**config.mk**
```make
export PLATFORM = sky130hd
export DESIGN_NAME = div_share_ctrl
export DESIGN_NICKNAME = d
export VERILOG_FILES = /design/src/rtl/div_pkg.sv /design/src/rtl/div_share_ctrl_rr_pick.sv /design/src/rtl/divider_unsigned.sv /design/src/rtl/div_share_ctrl.sv
export SDC_FILE = /design/constraint.sdc
export NUM_CORES = 2
export LEC_CHECK = 0
export CAP_MARGIN = 0
export CORE_ASPECT_RATIO = 1.2
export CORE_MARGIN = 3
export CORE_UTILIZATION = 40
export DETAILED_ROUTE_END_ITERATION = 7
export MAX_ROUTING_LAYER = met4
export SLEW_MARGIN = 40
export SYNTH_ARGS = -nofsm -noshare
export SYNTH_HDL_FRONTEND = slang
export SYNTH_SLANG_ARGS = --single-unit
```
**constraint.sdc**
```tcl
create_clock -name i_clk -period 116 [get_ports i_clk]
set_input_delay 23.2 -clock i_clk [delete_from_list [all_inputs] [get_ports i_clk]]
set_output_delay 23.2 -clock i_clk [all_outputs]
set_load 0.005 [all_outputs]
```
**src/rtl/div_pkg.sv**
```systemverilog
// div_pkg: shared widths, divide-by-zero result and FSM state encoding for div_share_ctrl
package div_pkg;
    localparam int DIV_W = 32;
    localparam logic [DIV_W-1:0] DIV0_QUOTIENT = 32'hFFFF_FFFF;
    typedef enum logic [1:0] {IDLE, EXEC, RESP} div_state_t;
endpackage

```
**src/rtl/div_share_ctrl_rr_pick.sv**
```systemverilog
// rr_pick: combinational round-robin picker searching upward from last+1
// req: request vector; last: previous winner; gnt: one-hot winner (0 if none); idx: winner index
module rr_pick #(
    parameter int N    = 2,
    parameter int ID_W = $clog2(N)
) (
    input  logic [N-1:0]    req,
    input  logic [ID_W-1:0] last,
    output logic [N-1:0]    gnt,
    output logic [ID_W-1:0] idx
);
    logic [ID_W-1:0] k;
    // Walk from the lowest priority down so the highest-priority hit is written last.
    always_comb begin
        gnt = '0;
        idx = '0;
        k   = '0;
        for (int i = N; i >= 1; i--) begin
            k = ID_W'((int'(last) + i) % N);
            if (req[k]) begin
                gnt = N'(1) << k;
                idx = k;
            end
        end
    end
endmodule

```
**src/rtl/divider_unsigned.sv**
```systemverilog
// divider_unsigned: combinational 32-bit unsigned divider
// i_dividend, i_divisor: operands; o_quotient, o_remainder: results (undefined for divisor 0)
module divider_unsigned (
    input  logic [31:0] i_dividend,
    input  logic [31:0] i_divisor,
    output logic [31:0] o_quotient,
    output logic [31:0] o_remainder
);
    assign o_quotient  = i_dividend / i_divisor;
    assign o_remainder = i_dividend % i_divisor;
endmodule

```
**src/rtl/div_share_ctrl.sv**
```systemverilog
// div_share_ctrl: round-robin sharing of one unsigned divider between NUM_REQ requesters
// i_clk/i_rst: clock, sync active-high reset
// i_req_valid/o_req_ready, i_req_dividend/i_req_divisor: per-requester request channel (packed 32b lanes)
// o_rsp_valid/i_rsp_ready: per-requester response channel; o_rsp_quotient/remainder/div_by_zero: shared result
// o_busy: an operation is in flight
module div_share_ctrl
    import div_pkg::*;
#(
    parameter int NUM_REQ = 2,
    parameter int ID_W    = $clog2(NUM_REQ)
) (
    input  logic                     i_clk,
    input  logic                     i_rst,
    input  logic [NUM_REQ-1:0]       i_req_valid,
    output logic [NUM_REQ-1:0]       o_req_ready,
    input  logic [NUM_REQ*DIV_W-1:0] i_req_dividend,
    input  logic [NUM_REQ*DIV_W-1:0] i_req_divisor,
    output logic [NUM_REQ-1:0]       o_rsp_valid,
    input  logic [NUM_REQ-1:0]       i_rsp_ready,
    output logic [DIV_W-1:0]         o_rsp_quotient,
    output logic [DIV_W-1:0]         o_rsp_remainder,
    output logic                     o_rsp_div_by_zero,
    output logic                     o_busy
);
    div_state_t         state;
    logic [ID_W-1:0]    rr_last, grant, pick_idx;
    logic [NUM_REQ-1:0] pick_gnt;
    logic [DIV_W-1:0]   op_dividend, op_divisor, div_q, div_r;

    rr_pick #(.N(NUM_REQ), .ID_W(ID_W)) u_pick (
        .req  (i_req_valid),
        .last (rr_last),
        .gnt  (pick_gnt),
        .idx  (pick_idx)
    );

    divider_unsigned u_div (
        .i_dividend  (op_dividend),
        .i_divisor   (op_divisor),
        .o_quotient  (div_q),
        .o_remainder (div_r)
    );

    assign o_req_ready = (state == IDLE && !i_rst) ? pick_gnt : '0;
    assign o_busy      = state != IDLE;

    always_ff @(posedge i_clk) begin
        if (i_rst) begin
            state             <= IDLE;
            rr_last           <= ID_W'(NUM_REQ - 1);
            grant             <= '0;
            op_dividend       <= '0;
            op_divisor        <= '0;
            o_rsp_valid       <= '0;
            o_rsp_quotient    <= '0;
            o_rsp_remainder   <= '0;
            o_rsp_div_by_zero <= 1'b0;
        end else begin
            case (state)
                IDLE: if (|pick_gnt) begin
                    op_dividend <= i_req_dividend[int'(pick_idx)*DIV_W +: DIV_W];
                    op_divisor  <= i_req_divisor[int'(pick_idx)*DIV_W +: DIV_W];
                    grant       <= pick_idx;
                    state       <= EXEC;
                end
                // Divide-by-zero result is defined here, ignoring whatever the divider produces.
                EXEC: begin
                    o_rsp_quotient    <= op_divisor == '0 ? DIV0_QUOTIENT : div_q;
                    o_rsp_remainder   <= op_divisor == '0 ? op_dividend : div_r;
                    o_rsp_div_by_zero <= op_divisor == '0;
                    o_rsp_valid       <= NUM_REQ'(1) << grant;
                    state             <= RESP;
                end
                RESP: if (i_rsp_ready[grant]) begin
                    rr_last     <= grant;
                    o_rsp_valid <= '0;
                    state       <= IDLE;
                end
                default: state <= IDLE;
            endcase
        end
    end
endmodule
```
* After elaboration in Yosys (flattened, before gate mapping) *
Cells that the tools add are included.

operators by class
  $add $sub $neg = 2
  div/mod/pow operators = 2
  $lt $le $gt $ge = 3
  equal/unequal tests = 4
  shift-type cells = 5
  multiplexer cells = 17
  reduce and logical (&&, ||, !) cells = 11

operators by type and width
  kind                                                                          count
  64-bit by 7-bit indexed part select with 32-bit output                        2
  32-bit two-way mux                                                            2
  32-bit by 32-bit divider with 32-bit output                                   1
  32-bit logical NOT                                                            1
  32-bit by 32-bit modulo with 32-bit output                                    1
  2-bit two-way mux                                                             5
  1-bit two-way mux                                                             8
  2-bit AND reduction                                                           4
  1-bit by 2-bit less-than comparator with 1-bit output, second input constant  3
  2-bit one-hot mux with 3 select lines                                         1
  1-bit by 1-bit << shifter with 2-bit output, first input constant             3
  2-bit one-hot mux with 2 select lines                                         1
  2-bit nonzero test                                                            2
  1-bit adder, second input constant                                            2
  2-bit by 1-bit == test with 1-bit output, second input constant               1
  2-bit == test, second input constant                                          1
  2-bit logical NOT                                                             1
  2-bit by 1-bit inequality test with 1-bit output, second input constant       1
  2-bit inequality test, second input constant                                  1
  2-bit OR reduction                                                            1
  1-bit logical AND                                                             1
  1-bit logical NOT                                                             1

storage, ports and cells
  flip-flop bits (word level) = 135
  input port bits = 134
  output and inout bits = 70
  word-level logic and storage cells = 53

* Depth between registers and ports, before layout *
  word-level depth = 8
  gate-level depth with buffers = 333
  depth with buffers taken out = 302

* Hierarchy *
From an unflattened synthesis, not the netlist that was laid out.

unflattened totals
  cell total of the unflattened synthesis = 5,294
  area, all modules = 37,289.5 um^2

by module, submodules not included
  module            instances  cells each  area each (um^2)  seq. area each (um^2)
  divider_unsigned  1          4,632       31,236.2          0.0
  div_share_ctrl    1          658         6,027.0           2,702.6
  rr_pick           1          4           26.3              0.0

* Least setup slack after synthesis *
No wires, ideal clock.

  path type = register to register
  start point = reg op_dividend[0]
  end point = reg o_rsp_remainder[23]
  setup time = 0.058 ns
  arrival time = 68.428 ns
  path slack = 47.514 ns
  cell stages (with the launch flop) = 295
  buffers on the path = 47
  clock period less this slack = 68.486 ns
  cell sequence = dfxtp_1 or4_1 or4_1 o31ai_1 o21ai_0 a21oi_1 ha_1 o21a_1 o211a_1 and2_1 mux2_2 ha_1 or4b_2 a21oi_1 nor3_1 or2_2 ha_1 o21a_1 [... 259 more ...] clkbuf_1 clkbuf_1 a21o_1 inv_1 fa_1 nor2b_1 o31a_1 o21ai_0 a31oi_1 nor2_1 a21oi_1 a21o_1 a41oi_1 or2_2 nor2_1 a22oi_1 a311oi_1 o21a_1

on the way
  word-level cells in the longest chain between the ends = 2

ends and longest elaborated chain
  what                                        RTL line                RTL
  start, declared                             div_share_ctrl.sv:28    logic [DIV_W-1:0] op_dividend, op_divisor, div_q, div_r;
  start signal, assigned                      div_share_ctrl.sv:61    op_dividend <= i_req_dividend[int'(pick_idx)*DIV_W +: DIV_W];
  32-bit by 32-bit modulo with 32-bit output  divider_unsigned.sv:10  assign o_remainder = i_dividend % i_divisor;
  32-bit two-way mux                          div_share_ctrl.sv:69    o_rsp_remainder <= op_divisor == '0 ? op_dividend : div_r;
  end signal, assigned                        div_share_ctrl.sv:69
  end, declared                               div_share_ctrl.sv:21    output logic [DIV_W-1:0] o_rsp_remainder,

No other way between the ends.
A chain may end at the register's enable or synchronous reset.

* Final worst setup path *
  start point = reg op_dividend[0]
  end point = reg o_rsp_remainder[16]

The elaborated chain is that of the path after synthesis.

==> out/qor.yml <==
outcome: "finished clean"
synth_cells: 5294
dp_hpwl_um: 139000
numCtsBuffers: 17
cts_resized: 0
cap_violations: 0
grt_pass1_wl_um: 257000
cp_slowest_stage_delay_ns: 0.85
hold_viol: 0
ctsRootBufferMaster: "clkbuf_16"
reg2regPathDepth: 283
seq_area_um2: 2700
grt_pass1_vias: 40600
cp_slowest_cell: "a221oi_1"
timing.fmax_ghz: 0.0120
drt-vias-per-instance: 6.56
required_ns: 116.41
multi_input_area_um2: 32400
clock-sinks: 135
die_y_um: 337
die-area_um2: 94700
ctsHoldBuffers: 0
cts_max_level: 4
portBuffers: 203
cts_buffer_depth: 2
min_path_type: "register to register"
ys_ff_latch: 135
postCtsSetupBuffers: 0
ys_async_sr_fraction: 0
hp-start: "o_rsp_quotient[31]"
synth_area_leaders: "ha_1 18%, dfxtp_1 7.4%, nand2_1 6.9%, a21oi_1 6.0%, xnor2_1 5.5%"
arrival_ns: 84.04
cts_tree: "yes"
synthesis.area_um2: 36400
critPathLaunch: "op_dividend[0]"
nets: 6062
rsz0062_at_grt: "false"
maxSlewHeadroom: 0.334
synth_top_cell_by_area: "ha_1"
path_max_fanout: 40
report.final.slew_viol_count: 0
setup_viol: 0
wl_per_cell_um: 27.0
synthDistinctLibCells: 110
initial_core_util: 0.406
criticalPathCategory: "register to register"
drive_gt1_frac: 0.0606
io_pins: 204
clock_latency_ns: 0.51
dieWidth_um: 281
fp-row-count: 120
ys_seq_area_frac: 0.0742
cp-start-kind: "register"
area_growth_pct: 11.4
gp_congestion: 1.08
grt_usage: 0.369
r2r_slack_ns: 32.37
synth_top_area_share: 0.182
via_count: 43100
core_um2: 89800
synthTopCellsByCount: "669 x nand2_1, 529 x ha_1, 521 x nor2_1"
worst_pin_slew_ns: 0.999
syn_nets: 5958
fin_worst_skew_ns: 0.0268
timing.rr.end: "o_rsp_remainder[16]"
grt_max_degree: 64
synth.most_common_cell: "nand2_1"
overflow: 0
crit_path_end: "o_rsp_remainder[16]"
clk_pin_slew_worst_paths_ns: 0.08
fillCellCount: 9406
setup-tns-final_ns: 0
fin_crit_ns: 83.63
postSynthAreaPerCell_um2: 6.88
drc_errors: 0
antenna_found_initial: 3
cpMostUsedCell: "ha_1"
wl_um: 177000
synth_edf_count: 0
crit_path_end_kind: "register"
drt_iter0_markers: 4343
final.period_utilization: 0.721
synth_flop_cell: "dfxtp_1"
yosys_warnings: 0
antenna_left: 0
r2r-start: "op_dividend[0]"
drt_first_pass_iters: 6
## worst max-delay path, delay by kind of cell, from the launching register on
kind,cells,cell delay [ns]
adders and majority gates,31,10.08
DFF,1,0.52
buffers and inverters,23,4.76
and+or+nand+nor,73,19.85
AOI/OAI and AO/OA,149,45.56
muxes,7,2.46
## kinds of logic after synthesis
group                    synth area share
adder cells (fa/ha/maj)             0.182
multiplexers                       0.0208
AND/OR/NAND/NOR                     0.259
buffers and inverters              0.0408
AO/OA/AOI/OAI                       0.333
flip-flops                         0.0742
XOR/XNOR                           0.0902
## metal layers
layer  vias up  wire [µm]  GRT usage
met5         -          0          -
met1     20200      70400      0.445
met2      2310      77400      0.577
met4         0      13200      0.222
li1      19900          -          -
met3       634      16300     0.0596
## layout by cell type (no fill, tap or decap), drive strengths merged, types with 21 or more instances in the layout
cell type	n
a211o	27
a211oi	63
a21boi	36
a21o	203
a21oi	442
a221oi	26
a311oi	27
a31o	21
a31oi	76
a32oi	68
and2	46
and3	46
buf	95
clkdlybuf4s50	202
dfxtp	135
ha	529
inv	185
mux2	35
mux2i	36
nand2	669
nand2b	112
nand3	135
nand4	43
nor2	524
nor2b	37
nor3	182
nor4	36
o211ai	60
o21a	117
o21ai	281
o21bai	35
o22ai	39
o31ai	42
or2	57
or3	67
xnor2	229
xor2	146
## metrics by stage
step | area (µm²) | hold slack (ns) | setup slack [ns] | std cells | util
2_1_floorplan | 36400 | 0.431 | 47.51 | 5294 | -
3_3_place_gp | 39900 | 0.450 | 33.52 | 6536 | 0.444
3_5_place_dp | 40000 | 0.451 | 34.65 | 6538 | 0.445
4_1_cts | 40500 | 0.463 | 34.28 | 6570 | 0.452
5_1_grt | 40600 | 0.499 | 27.84 | 6572 | 0.452
6_report | 40600 | 0.462 | 32.37 | 6572 | 0.452
## how the worst min path moves through the flow
stage	endpoint	slack, ns	depth (start not counted)
after global placement	o_rsp_quotient[31]	0.45	2
final	o_rsp_quotient[31]	0.46	2
after detailed placement	o_rsp_quotient[31]	0.45	2
after floorplan	rr_last	0.43	2
after CTS	o_rsp_quotient[31]	0.46	2
after global routing	op_divisor[4]	0.50	2
## cell type report
type                    count  share of cell area
diodes                      2            0.000123
clock buffers              19              0.0109
clock inverters            13             0.00339
inverters                 180              0.0167
multi-input cells        4767               0.799
flip-flops and latches    135              0.0666
well taps                1159              0.0358
repair buffers            297              0.0674
## flip-flops by register name, summed over array words and instances (netlist names)
name	count
o_rsp_remainder	32
state	2
o_rsp_valid	2
grant	1
rr_last	1
op_dividend	32
o_rsp_quotient	32
o_rsp_div_by_zero	1
op_divisor	32
Power is left out: the tool's default activity adds up to more than one toggle a clock period on the data nets, which glitch-free logic cannot reach.
